### config.mk
export PLATFORM = sky130hd
export DESIGN_NAME = result_scanner
export DESIGN_NICKNAME = d
export VERILOG_FILES = /design/src/rtl/riscv_pkg.sv /design/src/rtl/edge_detect.sv /design/src/rtl/result_scanner.sv
export SDC_FILE = /design/constraint.sdc
export NUM_CORES = 1
export LEC_CHECK = 0
export ABC_AREA = 1
export CORE_MARGIN = 1.5
export CORE_UTILIZATION = 45
export DETAILED_ROUTE_END_ITERATION = 6
export PLACE_DENSITY = 0.82
export SYNTH_ARGS = -nofsm -noshare
export SYNTH_HDL_FRONTEND = slang
export SYNTH_HIERARCHICAL = 1
export SYNTH_SLANG_ARGS = --single-unit
### constraint.sdc
create_clock -name CLOCK_50 -period 4.1 [get_ports CLOCK_50]
set_clock_uncertainty 0.1 [all_clocks]
set_input_delay 1.025 -clock CLOCK_50 [delete_from_list [all_inputs] [get_ports CLOCK_50]]
set_output_delay 1.025 -clock CLOCK_50 [all_outputs]
set_load 0.05 [all_outputs]
### src/rtl/riscv_pkg.sv
// rtl/riscv_pkg.sv - shared scan state type and result-region address helpers
// Purpose : scan_state_t for the result scanner FSM; BASE/R derivation shared
//           with the CPU so both agree where the product matrix lives.
// Ports   : none (package)
package riscv_pkg;

    typedef enum logic [1:0] {
        IDLE,
        SCAN,
        DRAIN,
        DONE
    } scan_state_t;

    // Result matrix follows matrix1 (m x n) and matrix2 (n x n2) in data memory.
    function automatic int scan_base(input int m, input int n, input int n2);
        return m * n + n * n2;
    endfunction

    function automatic int scan_count(input int m, input int n2);
        return m * n2;
    endfunction

endpackage

### src/rtl/edge_detect.sv
// rtl/edge_detect.sv - registered rising-edge detector with synchronous reset
// Purpose : rise = 1 for the cycle where sig is high and was low the cycle before.
// Ports   : clk (clock), rst (sync active-high reset), sig (level input),
//           rise (single-cycle rising-edge indication)
module edge_detect (
    input  logic clk,
    input  logic rst,
    input  logic sig,
    output logic rise
);

    logic sig_q;
    logic blocked;

    // sig_q is forced low by reset, so a level that is already high when reset
    // releases would look like an edge. blocked captures the level during reset
    // and suppresses rise until sig has been seen low at least once.
    always_ff @(posedge clk) begin
        if (rst) begin
            sig_q   <= 1'b0;
            blocked <= sig;
        end else begin
            sig_q   <= sig;
            blocked <= blocked & sig;
        end
    end

    assign rise = sig & ~sig_q & ~blocked;

endmodule

### src/rtl/result_scanner.sv
// rtl/result_scanner.sv - reads the result matrix after program completion and checksums it
// Purpose : on a rising edge of done_i, reads words BASE..BASE+R-1 through the
//           data-memory second read port, sums them (wrapping) and counts them.
// Ports   : CLOCK_50 (clock), rst (sync active-high reset), done_i (program done),
//           mem_rd_en/mem_addr/mem_rdata (read port, data one cycle after strobe),
//           scan_done/checksum/word_cnt (results), LEDR (board LEDs),
//           min_val/max_val (signed extremes, only with SCAN_MINMAX_EN defined)
// Config  : SCAN_MINMAX_EN adds min_val/max_val tracking.
module result_scanner
    import riscv_pkg::*;
#(
    parameter int M      = 100,
    parameter int N      = 50,
    parameter int N2     = 2,
    parameter int DATA_W = 32,
    parameter int ADDR_W = 14
) (
    input  logic              CLOCK_50,
    input  logic              rst,
    input  logic              done_i,
    output logic              mem_rd_en,
    output logic [ADDR_W-1:0] mem_addr,
    input  logic [DATA_W-1:0] mem_rdata,
    output logic              scan_done,
    output logic [DATA_W-1:0] checksum,
    output logic [ADDR_W-1:0] word_cnt,
    output logic [9:0]        LEDR
`ifdef SCAN_MINMAX_EN
    ,
    output logic signed [DATA_W-1:0] min_val,
    output logic signed [DATA_W-1:0] max_val
`endif
);

    localparam int                BASE_I = scan_base(M, N, N2);
    localparam int                R_I    = scan_count(M, N2);
    localparam logic [ADDR_W-1:0] BASE   = ADDR_W'(BASE_I);
    localparam logic [ADDR_W-1:0] LAST   = ADDR_W'(BASE_I + R_I - 1);

    scan_state_t state;
    logic        rd_q;   // mem_rd_en delayed to line up with mem_rdata
    logic        start;

    edge_detect u_edge_detect (
        .clk  (CLOCK_50),
        .rst  (rst),
        .sig  (done_i),
        .rise (start)
    );

    always_ff @(posedge CLOCK_50) begin
        if (rst) begin
            state     <= IDLE;
            mem_rd_en <= 1'b0;
            mem_addr  <= BASE;
            rd_q      <= 1'b0;
            checksum  <= '0;
            word_cnt  <= '0;
            scan_done <= 1'b0;
        end else begin
            rd_q <= mem_rd_en;
            if (rd_q) begin
                checksum <= checksum + mem_rdata;
                word_cnt <= word_cnt + ADDR_W'(1);
            end
            case (state)
                // rd_q is always low here, so the clears never collide with accumulation.
                IDLE, DONE: begin
                    if (start) begin
                        state     <= SCAN;
                        mem_rd_en <= 1'b1;
                        mem_addr  <= BASE;
                        checksum  <= '0;
                        word_cnt  <= '0;
                        scan_done <= 1'b0;
                    end
                end
                SCAN: begin
                    if (mem_addr == LAST) begin
                        state     <= DRAIN;
                        mem_rd_en <= 1'b0;
                        mem_addr  <= BASE;
                    end else begin
                        mem_addr <= mem_addr + ADDR_W'(1);
                    end
                end
                // Last word's data arrives this cycle and is added above.
                DRAIN: begin
                    state     <= DONE;
                    scan_done <= 1'b1;
                end
                default: state <= IDLE;
            endcase
        end
    end

`ifdef SCAN_MINMAX_EN
    // word_cnt is zero only for the first accumulated word of a scan.
    always_ff @(posedge CLOCK_50) begin
        if (rst) begin
            min_val <= '0;
            max_val <= '0;
        end else if (rd_q) begin
            if (word_cnt == '0) begin
                min_val <= $signed(mem_rdata);
                max_val <= $signed(mem_rdata);
            end else begin
                if ($signed(mem_rdata) < min_val) min_val <= $signed(mem_rdata);
                if ($signed(mem_rdata) > max_val) max_val <= $signed(mem_rdata);
            end
        end
    end
`endif

    assign LEDR = {scan_done, scan_done ? checksum[8:0] : 9'd0};

endmodule

==> parameters.txt, run 1 <==
Parameter                              Value

STA
  Max-slew headroom    0.6199
  Final Critical Period    3010 ps
  Unrepaired setup endpoints after global routing    false
  Final Cycle Share    0.7341
  Maximum clock frequency    332.2 MHz
  Setup-violating endpoint count in the final report    0
  Slew at the pin closest to its max-slew limit    569.5 ps
  Number of slew-limit violations in the final report    0
  Fin. Hold Viols    0
  Summed negative setup slack over all endpoints    0 ps

Clock tree
  Clock Sinks    67
  Skew-Pair Late Insertion Delay    340 ps
  Number of H-tree levels    3
  Clock tree from TritonCTS    built
  Library cell used as clock root buffer    sky130_fd_sc_hd__clkbuf_16
  Largest buffer count on any clock path    2
  Number of hold buffers added after cts    0
  Clock buffers created by TritonCTS    9
  Resize count post-CTS    0
  Number of setup buffers added after CTS    0
  Clock slew at reported path FFs    60 ps

Place
  Instance area at placement    6457 sq um
  Port buffer count    106
  Half-perimeter wire length after detailed placement    10,600 um
  Final weighted congestion in routability-driven placement    0.9135

Die
  Floorplan die area    12,310 sq um
  IO Pins    107
  Starting Density    0.4612
  Die Span X    111.0 um
  Area of the core region    11,370 sq um
  Die height    111.0 um
  Standard-cell row count    39

Global routing
  Vias in the first global route    5,150
  Final global-route overflow total    0
  Pin count of the biggest net entering global routing    38
  Wire length of the first global-routing pass    23,520 um
  GRT Util Overall    0.2299
  Initial antenna violation count    0

Cells and area
  Final layout net count    1,079
  Proportion of layout cells with a drive suffix above 1    0.04249
  Leading cell types in the layout, fill and taps excluded    sky130_fd_sc_hd__nand2_1 (282), sky130_fd_sc_hd__inv_1 (187), sky130_fd_sc_hd__nor2_1 (117)
  Area Overhead vs Synth    29.40%
  Post-Route Utilization    0.5968
  Antenna Cells    0
  Final design area excluding fillers    6785 sq um
  Leading cell type in the layout, fill and taps excluded    sky130_fd_sc_hd__nand2_1

Synth
  Sequential element share of the synthesized area    0.2558
  Synthesis warning total    6
  Post-Syn Nets    973
  Number of instances in the synthesized netlist    901
  Ys flop type    sky130_fd_sc_hd__dfxtp_1
  Synthesized cell area    5244 sq um
  Synth Area per Inst    5.820 sq um
  FFs w/ async S/R, synth    0
  Unique cell type count in the Yosys netlist    35
  Number of flops mapped to enable cells by yosys    0
  Seq cells post-synth    67

Detailed routing
  Final wirelength    13,890 um
  Number of routed nets with antenna violations    0
  Detail-routed net length per standard cell    12.03 um
  Average via count per standard cell    4.830
  Iteration count of the initial detailed-routing pass    5
  Iteration-0 DRC count of the detailed router    387
  Vias after detailed routing    5,579
  DRC viols    0

Worst setup path
  Worst path slowest cell    sky130_fd_sc_hd__clkdlybuf4s50_1
  Top delay family on crit path    buffers and inverters
  Arrival @ worst endpoint    1880 ps
  Peak fanout along the critical path    12
  CP endpoint kind    output port
  Critical-path cell list    nand2_1 -> inv_1 -> clkdlybuf4s50_1
  CP required    2970 ps
  Buffer and inverter count on the worst path    2
  Classification of the worst setup path    flop to output port
  Startpoint Class    flop
  CP max stage delay    790 ps

Power
  Total power density per cell area    410.1 nW/um^2
  Static leakage    3.684 nW
  Peak supply drop    0.3122 mV

Min path
  Hold WC Path Type    flop to flop

Flow run
  Number of maximum-capacitance violations    0

Status
  Result of the run    completed
kinds of logic after synthesis:
family / Yosys count / share of synthesized area
compound gates: 71 / 0.07469
xor+xnor: 19 / 0.03173
fa+ha+maj: 37 / 0.08972
buf+inv: 203 / 0.1472
flops: 67 / 0.2558
simple gates: 504 / 0.4009
final cells by class:
| type | instances | area [sq um] |
|---|---|---|
| Inverter | 189 | 709.4 |
| Fill cell | 1083 | 4584 |
| Tap cell | 143 | 178.9 |
| Sequential cell | 67 | 1343 |
| Clock buffer | 11 | 242.7 |
| Timing Repair Buffer | 109 | 1096 |
| Multi-Input combinational cell | 631 | 3131 |
| Clock inverter | 5 | 85.08 |
synthesized netlist by cell type (2+ instances only):
library cell / count / area [sq um]
sky130_fd_sc_hd__nand2_1: 282 / 1059
sky130_fd_sc_hd__inv_1: 187 / 701.9
sky130_fd_sc_hd__nor2_1: 117 / 439.2
sky130_fd_sc_hd__dfxtp_1: 67 / 1341
sky130_fd_sc_hd__nand3_1: 61 / 305.3
sky130_fd_sc_hd__ha_1: 36 / 450.4
sky130_fd_sc_hd__a21oi_1: 35 / 175.2
sky130_fd_sc_hd__o21ai_0: 23 / 115.1
sky130_fd_sc_hd__xor2_1: 13 / 113.9
sky130_fd_sc_hd__nor3_1: 12 / 60.06
sky130_fd_sc_hd__clkbuf_1: 8 / 30.03
sky130_fd_sc_hd__nand4_1: 6 / 37.54
sky130_fd_sc_hd__nor2_2: 6 / 37.54
sky130_fd_sc_hd__xnor2_1: 6 / 52.55
sky130_fd_sc_hd__o211ai_1: 5 / 37.54
sky130_fd_sc_hd__nand2_2: 4 / 25.02
sky130_fd_sc_hd__or2_2: 4 / 25.02
sky130_fd_sc_hd__nand3_2: 3 / 30.03
sky130_fd_sc_hd__nor2_4: 3 / 33.78
sky130_fd_sc_hd__o21bai_1: 3 / 22.52
sky130_fd_sc_hd__buf_1: 2 / 7.510
sky130_fd_sc_hd__buf_2: 2 / 10.01
sky130_fd_sc_hd__buf_4: 2 / 15.01
sky130_fd_sc_hd__inv_2: 2 / 7.510
sky130_fd_sc_hd__nor3b_1: 2 / 15.01
worst paths after layout:
check / from / slack (ps) / end / cells after the start
hold reg to reg: mem_rd_en$_SDFFE_PP0P_ / 370 / rd_q$_SDFF_PP0_ / 2
hold / removal: mem_rd_en$_SDFFE_PP0P_ / 370 / rd_q$_SDFF_PP0_ / 2
setup / recovery: scan_done$_SDFFE_PP0P_ / 1090 / LEDR[0] / 3
setup reg to reg: state[0]$_SDFFE_PP0P_ / 1910 / checksum[15]$_SDFF_PP0_ / 11
worst reg2reg max path, cell delays in order, from the launching register on:
cell                      delay [ps]
sky130_fd_sc_hd__dfxtp_1         360
sky130_fd_sc_hd__inv_1            70
sky130_fd_sc_hd__ha_1            300
sky130_fd_sc_hd__nand2_1         100
sky130_fd_sc_hd__inv_1            80
sky130_fd_sc_hd__nor2_2           30
sky130_fd_sc_hd__buf_4           200
sky130_fd_sc_hd__inv_1           440
sky130_fd_sc_hd__buf_12          230
sky130_fd_sc_hd__nor2_1           60
sky130_fd_sc_hd__o21ai_0          60
sky130_fd_sc_hd__inv_1            50
report_power, final:
part | switching, W | internal, W | total [W]
Sequential | 0.0000862 | 0.000721 | 0.000807
Clock | 0.000317 | 0.000553 | 0.000870
Combinational | 0.000725 | 0.000380 | 0.00111
registers in the layout (all words and copies together) (netlist names), 2 cells and up:
signal / cells
state: 2
word_cnt: 14
checksum: 32
mem_addr: 14
layer usage:
layer / share of wire / vias up / track usage
met4: 0.036 / 0 / 0.1009
met3: 0.068 / 37 / 0.05139
met1: 0.45 / 2404 / 0.2939
met2: 0.44 / 181 / 0.3716
met5: 0 / - / 0
li1: - / 2957 / -
through the flow:
step	instances	setup WS, ps	total power, W	hold WS [ps]
final	1155	1090	0.002782	367.1
after global routing	1155	978.1	0.002951	399.5
after detailed placement	1139	881.0	0.001911	350.6
after CTS	1155	1079	0.002786	363.6
after global placement	1139	945.8	0.001902	344.8
after floorplan	901	1526	0.001591	337.9
No activity file was read; power rests on OpenSTA's default activity.
==> run 2: changes to the inputs <==
- clock period: 4.1 -> 3 ns (I/O delays scaled with it)
==> run 2 against run 1 <==
Power grew 28%. Worst setup slack lost 800 ps. Via count shrank 1.5%. Clock power grew 14%. Register-to-register slack lost 1000 ps. Core utilization shrank 0.62 points. Sequential cell count is the same. Non-clock buffer count is the same. Count of clock-buffer cells in the layout shrank 1. Highest routed layer unchanged.
==> parameters.txt, run 2 (same netlist as run 1, synthesis figures left out) <==
Parameter                              Value

Worst setup path
  Crit path from    scan_done$_SDFFE_PP0P_
  Top delay family on crit path    buffers and inverters
  CP endpoint kind    output port
  Critical-path cell list    nand2_1 -> inv_1 -> clkdlybuf4s50_1
  Peak fanout along the critical path    12
  CP required    2150 ps
  Startpoint Class    flop
  Worst flop-to-flop path startpoint    checksum[0]$_SDFF_PP0_
  Worst path slowest cell    sky130_fd_sc_hd__clkdlybuf4s50_1
  Arrival @ worst endpoint    1860 ps
  Buffer and inverter count on the worst path    2
  Classification of the worst setup path    flop to output port
  CP max stage delay    800 ps

Power
  Clock power share    0.277
  Total power density per cell area    532.1 nW/um^2
  Power consumption    0.003573 W
  Peak supply drop    0.5782 mV
  Static leakage    3.660 nW
  P_int    0.002058 W
  Portion of total power attributed to combinational logic    0.417
  Sw power    0.001515 W
  Switching fraction of total power    0.4241
  Sequential cell fraction of total power    0.307

STA
  Maximum clock frequency    369.3 MHz
  Slew at the pin closest to its max-slew limit    547.6 ps
  Max-slew headroom    0.6338
  Final Cycle Share    0.9027
  Setup-violating endpoint count in the final report    0
  Unrepaired setup endpoints after global routing    false
  Final Critical Period    2708 ps
  Number of slew-limit violations in the final report    0
  Fin. Hold Viols    0
  Summed negative setup slack over all endpoints    0 ps

Clock tree
  Clock buffers created by TritonCTS    9
  Number of hold buffers added after cts    0
  Skew-Pair Late Insertion Delay    340 ps
  Number of setup buffers added after CTS    0
  Largest buffer count on any clock path    2
  Number of H-tree levels    3
  Clock slew at reported path FFs    60 ps
  Library cell used as clock root buffer    sky130_fd_sc_hd__clkbuf_16
  Clock Sinks    67
  Resize count post-CTS    0
  Clock tree from TritonCTS    built

Cells and area
  Max FFs per register    32
  Antenna Cells    0
  Sequential cell area in the final layout    1343 sq um
  Leading cell type in the layout, fill and taps excluded    sky130_fd_sc_hd__nand2_1
  Proportion of layout cells with a drive suffix above 1    0.04249
  Register ranked first by flip-flop count    checksum
  Leading cell types in the layout, fill and taps excluded    sky130_fd_sc_hd__nand2_1 (282), sky130_fd_sc_hd__inv_1 (187), sky130_fd_sc_hd__nor2_1 (117)
  Area Overhead vs Synth    28.06%
  Area taken by multi-input logic gates    3131 sq um
  Final layout net count    1,079
  Leading registers by flop count    checksum x32, mem_addr x14, word_cnt x14
  Final design area excluding fillers    6715 sq um
  Filler instances    1,102

Global routing
  Vias in the first global route    5,146
  Wire length of the first global-routing pass    23,190 um
  GRT Util Overall    0.2256
  Pin count of the biggest net entering global routing    43
  Initial antenna violation count    0
  Final global-route overflow total    0

Die
  Standard-cell row count    39
  Die height    111.0 um
  IO Pins    107
  Area of the core region    11,370 sq um
  Starting Density    0.4612
  Floorplan die area    12,310 sq um
  Die Span X    111.0 um

Min path
  Hold WC Path Type    flop to flop
  Hold path startpoint    mem_rd_en$_SDFFE_PP0P_

Status
  Result of the run    completed

Detailed routing
  Vias after detailed routing    5,496
  Iteration-0 DRC count of the detailed router    282
  Number of routed nets with antenna violations    0
  DRC viols    0
  Detail-routed net length per standard cell    11.75 um
  Average via count per standard cell    4.758
  Final wirelength    13,580 um
  Iteration count of the initial detailed-routing pass    5

Place
  Instance area at placement    6445 sq um
  Half-perimeter wire length after detailed placement    10,590 um
  Final weighted congestion in routability-driven placement    0.9344
  Port buffer count    106

Flow run
  Number of maximum-capacitance violations    0
run 2: cell count changes in the layout (fill, tap and decap cells not counted):
| cell | delta |
|---|---|
| sky130_fd_sc_hd__buf_12 | -1 |
| sky130_fd_sc_hd__bufinv_16 | -2 |
| sky130_fd_sc_hd__clkbuf_8 | -1 |
| sky130_fd_sc_hd__clkinvlp_4 | -1 |
| sky130_fd_sc_hd__buf_4 | +1 |
| sky130_fd_sc_hd__clkinv_4 | +1 |
| sky130_fd_sc_hd__clkinv_2 | +3 |
run 2: power by group through the flow:
stage	Clock [W]	Combinational, W	Sequential [W]
floorplan	0	0.000843	0.00133
global placement	0	0.00147	0.00111
detailed placement	0	0.00148	0.00111
CTS	0.00101	0.00149	0.00110
global route	0.00105	0.00165	0.00111
finish	0.000989	0.00149	0.00110
run 2: routing by layer:
layer  share of wire  track usage  routed length, um
met1            0.44       0.2774               6003
met2            0.46       0.3770               6225
met3           0.071      0.06178                968
met4           0.028      0.08291                378
met5               0            0                  0
run 2: final cells by class:
cell class	instances	share of cell area
Sequential cell	67	0.1999
Tap cell	143	0.02664
Clock buffer	10	0.03410
Inverter	189	0.1056
Clock inverter	6	0.006149
Timing Repair Buffer	109	0.1614
Multi-Input combinational cell	631	0.4662
run 2: worst reg2reg max path, stage by stage (launching register included):
cell,delay [ps]
sky130_fd_sc_hd__dfxtp_1,330
sky130_fd_sc_hd__ha_1,240
sky130_fd_sc_hd__fa_1,480
sky130_fd_sc_hd__nand3_1,110
sky130_fd_sc_hd__nand3_1,110
sky130_fd_sc_hd__nand2_1,80
sky130_fd_sc_hd__nand2_1,90
sky130_fd_sc_hd__nand2_1,80
sky130_fd_sc_hd__nand2_1,70
sky130_fd_sc_hd__xnor2_1,180
sky130_fd_sc_hd__nand2_1,80
sky130_fd_sc_hd__nand2_1,80
sky130_fd_sc_hd__inv_1,30
run 2: path summary, 6_finish.rpt:
kind	endpoint	slack [ps]	cells after the start
hold / removal	rd_q$_SDFF_PP0_	330	2
setup / recovery	LEDR[8]	290	3
hold reg to reg	rd_q$_SDFF_PP0_	330	2
setup reg to reg	checksum[16]$_SDFF_PP0_	860	12
run 2: per-stage QoR:
step	cells	worst slack [ps]	util	hold WS [ps]
floorplan	901	700.6	-	337.9
global placement	1139	127.0	0.5669	324.3
detailed placement	1139	58.96	0.5669	322.8
CTS	1155	259.2	0.5906	335.4
global route	1155	118.5	0.5906	371.0
finish	1155	291.9	0.5906	333.9
==> run 3: changes to the inputs <==
- HOLD_SLACK_MARGIN: default -> 0.15
==> results of run 3 <==
The final DEF is identical to that of run 2; final timing and power are the same.
==> edit 1, RTL diff (flow settings as in run 3) <==
The parameter `M` goes from 100 to 50.
--- a/src/rtl/result_scanner.sv
+++ b/src/rtl/result_scanner.sv
@@ -10,5 +10,5 @@
     import riscv_pkg::*;
 #(
-    parameter int M      = 100,
+    parameter int M      = 50,
     parameter int N      = 50,
     parameter int N2     = 2,
Check against the original RTL: not equivalent (Yosys sat finds a counterexample within 4 cycles, from zero or initial values and one cycle with rst high).
==> edit 1 against run 3 <==
Wire length increased by 1.2%; power increased by 3.5%; sequential cell count did not move; area after synthesis rose by 1.0%; cell area grew 1.5%; setup slack got worse by 0.018 ns; first-iteration DRC count increased by 2.5%; largest cell class unchanged; highest routed layer unchanged.
==> edit 1: results (changes against run 3) <==
outcome = complete, no violations
CP arrival = 1.88 ns (+0.02 ns)
total number of vias = 5,635 (+2.5%)
Final #Nets = 1,098 (+1.8%)
most frequent cells after synthesis = nand2_1, inv_1, nor2_1, dfxtp_1, nand3_1
Pre-antenna DRT Iters = 5 (unchanged)
first-pass GRT wire length = 23,300 microns (+0.36%)
Least-Margin Pin Slew = 0.616 ns (+0.0685 ns)
portion of netlist area occupied by mux cells = 0 (unchanged)
FF-to-FF Start = checksum[0]
register area share after synthesis = 0.253 (-0.00260)
Worst Hold Margin = 0.337 ns (+0.00301 ns)
largest net degree at the start of global routing = 60 (+40%)
via/cell ratio = 4.80 (+0.87%)
H-tree depth = 3 (unchanged)
initial drt markers = 289 (+2.5%)
crit path max fanout = 12 (unchanged)
Synth area leaders = dfxtp_1, nand2_1, inv_1
placed cells = 1,158 (+1.7%)
Placement Cell Area = 6510 sq um (+0.95%)
root buf cell = clkbuf_16
layout cells sized above 1 = 0.0436 (+0.00116)
r2r setup slk = 0.85 ns
VDD IR max = 573 uV (-0.98%)
Inserted Diodes = 0 (unchanged)
DR WL/cell = 11.7 microns (-0.44%)
Post-CTS Resized = 0 (unchanged)
Compound-Gate Fraction of Synth Area = 0.0803 (+0.00562)
Synth Area in Adders = 0.0888 (-0.000911)
hold path start = mem_rd_en
Top FF cell, synth = dfxtp_1
async set-reset flop share out of synthesis = 0 (unchanged)
initial antenna violation count = 0 (unchanged)
Tot GR Track Use = 0.226 (+0.000262)
clk slew on worst S/H paths = 0.06 ns (about the same)
dpl ws = 0.0998 ns (+0.0408 ns)
Ys Warns = 6 (unchanged)
cts bufs inserted = 9 (unchanged)
Hold WC Path Type = reg2reg
fillcell total = 1,110 (+0.73%)
Clock Latency Late Sink = 0.34 ns (about the same)
top cell type's share of synthesized area = 0.253 (-0.00260)
Worst Hold End = rd_q
Top Registers = checksum (32), mem_addr (14), word_cnt (14)
Yosys cell types = 37 (+5.7%)
Synth Instances = 919 (+2.0%)
Clock Path Buffers = 2 (unchanged)
vias in the first global route = 5,227 (+1.6%)
leakage power = 3.68 nW (+0.50%)
Synth Area in XOR/XNOR = 0.0248 (-0.00694)
post-CTS setup buffer count = 0 (unchanged)
syn_nets = 991 (+1.8%)
worst reg-to-reg path cell count = 12 (unchanged)
gp weighted congestion = 0.923 (-1.2%)
dpl hpwl = 10,700 microns (+0.95%)
Port Buffers = 106 (unchanged)
capturing point of the worst reg2reg path = checksum[22]
[edit 1: cell type report]
| class | instances | share of cell area |
|---|---|---|
| sequential | 67 | 0.197 |
| inverter | 197 | 0.108 |
| tap | 143 | 0.0262 |
| multi-input combinational | 641 | 0.463 |
| clock inverter | 6 | 0.0106 |
| clock buffer | 10 | 0.0351 |
| timing repair buffer | 110 | 0.160 |
[edit 1: worst max-delay path by stage]
| stage | from | to | slack [ns] | depth (start not counted) |
|---|---|---|---|---|
| floorplan | mem_rdata[0] | checksum[16] | 0.70 | 12 |
| global placement | mem_rdata[0] | checksum[20] | 0.15 | 13 |
| detailed placement | mem_rdata[0] | checksum[16] | 0.1 | 13 |
| CTS | scan_done | LEDR[8] | 0.25 | 3 |
| global route | scan_done | LEDR[1] | 0.15 | 3 |
| finish | scan_done | LEDR[8] | 0.27 | 3 |
[edit 1: metrics by stage]
step,util,power [mW]
final,0.595,3.70
after global routing,0.595,3.95
after CTS,0.595,3.72
after detailed placement,0.567,2.60
after global placement,0.567,2.58
after floorplan,-,2.18
[edit 1: critical path, cell delays in order, from the launching register on]
cell and delay (ns):
dfxtp_1 0.57, nand2_1 0.09, inv_1 0.07, clkdlybuf4s50_1 0.81
[edit 1: kinds of logic (layout without fill, tap and decap cells)]
kind of cell	count (synthesis)	after routing
adder cells (fa/ha/maj)	37	37
AND/OR/NAND/NOR	512	512
XOR/XNOR	15	15
buffers and inverters	211	323
AO/OA/AOI/OAI	77	77
flip-flops	67	67
[edit 1: power breakdown]
group	switching (mW)	internal, mW	total, mW
Clock	0.432	0.675	1.11
Sequential	0.0981	0.985	1.08
Combinational	0.997	0.510	1.51
Total	1.53	2.17	3.70
[edit 1: per-layer routing]
layer / wire, microns / part of all wire / vias to the layer above / global-route usage
met5: 0 / 0 / - / 0
met3: 884 / 0.064 / 33 / 0.0566
li1: - / - / 3006 / -
met4: 378 / 0.028 / 0 / 0.0852
met2: 6310 / 0.46 / 157 / 0.383
met1: 6170 / 0.45 / 2439 / 0.276
==> edit 2, RTL diff (config.mk and constraints of run 3) <==
Made on the original files. The 4 states of `scan_state_t` get a one-hot encoding in 4 bits.
--- a/src/rtl/riscv_pkg.sv
+++ b/src/rtl/riscv_pkg.sv
@@ -5,9 +5,9 @@
 package riscv_pkg;
 
-    typedef enum logic [1:0] {
-        IDLE,
-        SCAN,
-        DRAIN,
-        DONE
+    typedef enum logic [3:0] {
+        IDLE  = 4'b0001,
+        SCAN  = 4'b0010,
+        DRAIN = 4'b0100,
+        DONE  = 4'b1000
     } scan_state_t;
 
Formal check against the unedited RTL: same outputs for any inputs over 10 cycles, from zero or initial values and one cycle with rst high; not proved beyond that.
==> edit 2 against run 3 <==
Sequential cell count up 2; setup slack got worse by 0.081 ns; cell area is 3.8% higher; global-route usage is 0.45 points higher; register-to-register slack got worse by 0.02 ns; via count grew 6.1%; wire length grew 5.0%; non-clock buffer count grew 4; area after synthesis increased by 3.7%; sequential share of layout area fell by 0.16 points; critical path type unchanged; critical endpoint is now LEDR[1]; largest cell class unchanged.
Power is not compared: it rests on default switching activity, and its combinational part moved more than twofold at a synthesized area within 25%.
==> edit 2: results (changes against run 3) <==
max_slew headroom = 0.608 (-0.0257)
cts bufs inserted = 9 (unchanged)
Inserted Diodes = 0 (unchanged)
FF-to-FF Start = checksum[0]
outcome = complete, no violations
Pre-antenna DRT Iters = 5 (unchanged)
total number of vias = 5,829 (+6.1%)
layout cells sized above 1 = 0.0400 (-0.00249)
Port Buffers = 106 (unchanged)
Final #Nets = 1,114 (+3.2%)
Synth area leaders = dfxtp_1, nand2_1, inv_1
crit path max fanout = 12 (unchanged)
most frequent cells after synthesis = nand2_1, inv_1, nor2_1, dfxtp_1, nand3_1
Top Registers = checksum (32), mem_addr (14), word_cnt (14)
Ys Warns = 6 (unchanged)
GR met3 Demand/Resource = 0.0605 (-0.00126)
Tot GR Track Use = 0.230 (+0.00454)
syn_nets = 1,005 (+3.3%)
Int Power = 1.87 mW
capturing point of the worst reg2reg path = checksum[20]
r2r setup slk = 0.84 ns (-0.02 ns)
largest net degree at the start of global routing = 58 (+35%)
DR WL/cell = 11.9 microns (+1.6%)
met1 Track Usage GR = 0.291 (+0.0136)
root buf cell = clkbuf_16
post-CTS setup buffer count = 0 (unchanged)
VDD IR max = 377 uV
first-pass GRT wire length = 23,800 microns (+2.6%)
CP arrival = 1.94 ns (+0.08 ns)
Crit. Startpoint = scan_done
vias in the first global route = 5,342 (+3.8%)
Post-CTS Resized = 0 (unchanged)
Crit. End Element = output port
clk slew on worst S/H paths = 0.06 ns (about the same)
CP Launch Type = flop
gp weighted congestion = 0.918 (-1.7%)
initial drt markers = 381 (+35%)
met2 Use GR = 0.388 (+0.0113)
worst reg-to-reg path cell count = 12 (unchanged)
Yosys cell types = 40 (+14%)
dpl hpwl = 11,000 microns (+4.1%)
Reg with most FFs = checksum
fillcell total = 1,101 (-0.091%)
Clock Latency Late Sink = 0.34 ns (about the same)
register area share after synthesis = 0.254 (-0.00188)
Hold WC Path Type = reg2reg
leakage power = 3.75 nW
async set-reset flop share out of synthesis = 0 (unchanged)
H-tree depth = 3 (unchanged)
worst setup path endpoint = LEDR[1]
Clock Path Buffers = 2 (unchanged)
initial antenna violation count = 0 (unchanged)
[edit 2: final cells by class]
type                    instances  share of cell area
multi-input cells             652               0.464
clock buffers                  10              0.0328
inverters                     200               0.108
flip-flops and latches         69               0.198
repair buffers                113               0.162
well taps                     143              0.0257
clock inverters                 6              0.0101
[edit 2: power groups by stage]
stage               clock, mW  sequential (mW)  combinational, mW
floorplan                   0             1.11              0.410
global placement            0             1.01              0.728
detailed placement          0             1.01              0.734
CTS                      1.12            0.991              0.739
global route             1.16            0.997              0.824
finish                   1.09            0.991              0.742
[edit 2: critical path: stages, from the launching register on]
cell and delay, ns:
dfxtp_1 0.63, nand2_1 0.09, inv_1 0.07, clkdlybuf4s50_1 0.80
[edit 2: layer usage]
layer  vias to the layer above  routed length [microns]
met5                         -                        0
met4                         0                      224
met3                        23                     1020
met2                       187                     6500
met1                      2543                     6500
li1                       3076                        -
[edit 2: metrics by stage]
stage / worst slack [ns] / hold WS [ns] / std cells / total power [mW] / area (sq um)
2_1_floorplan: 0.672 / 0.338 / 936 / 1.52 / 5440
3_3_place_gp: 0.0813 / 0.333 / 1177 / 1.74 / 6670
3_5_place_dp: 0.0424 / 0.329 / 1177 / 1.75 / 6670
4_1_cts: 0.193 / 0.340 / 1193 / 2.85 / 6970
5_1_grt: 0.120 / 0.355 / 1193 / 2.98 / 6970
6_report: 0.211 / 0.338 / 1193 / 2.83 / 6970
[edit 2: worst min-delay path by stage]
stage / startpoint / end / slack [ns] / cells past startpoint
detailed placement: mem_rd_en / rd_q / 0.33 / 2
global placement: mem_rd_en / rd_q / 0.33 / 2
finish: mem_rd_en / rd_q / 0.34 / 2
floorplan: u_edge_detect/blocked / u_edge_detect/blocked / 0.34 / 2
CTS: mem_rd_en / rd_q / 0.34 / 2
global route: mem_rd_en / rd_q / 0.36 / 2
[edit 2: cell families (layout without fill, tap and decap cells)]
family / after synthesis / after routing / share of synthesized area
adder cells (fa/ha/maj): 34 / 34 / 0.0796
AND/OR/NAND/NOR: 524 / 524 / 0.409
XOR/XNOR: 20 / 20 / 0.0322
flip-flops: 69 / 69 / 0.254
AO/OA/AOI/OAI: 74 / 74 / 0.0734
buffers and inverters: 215 / 329 / 0.152
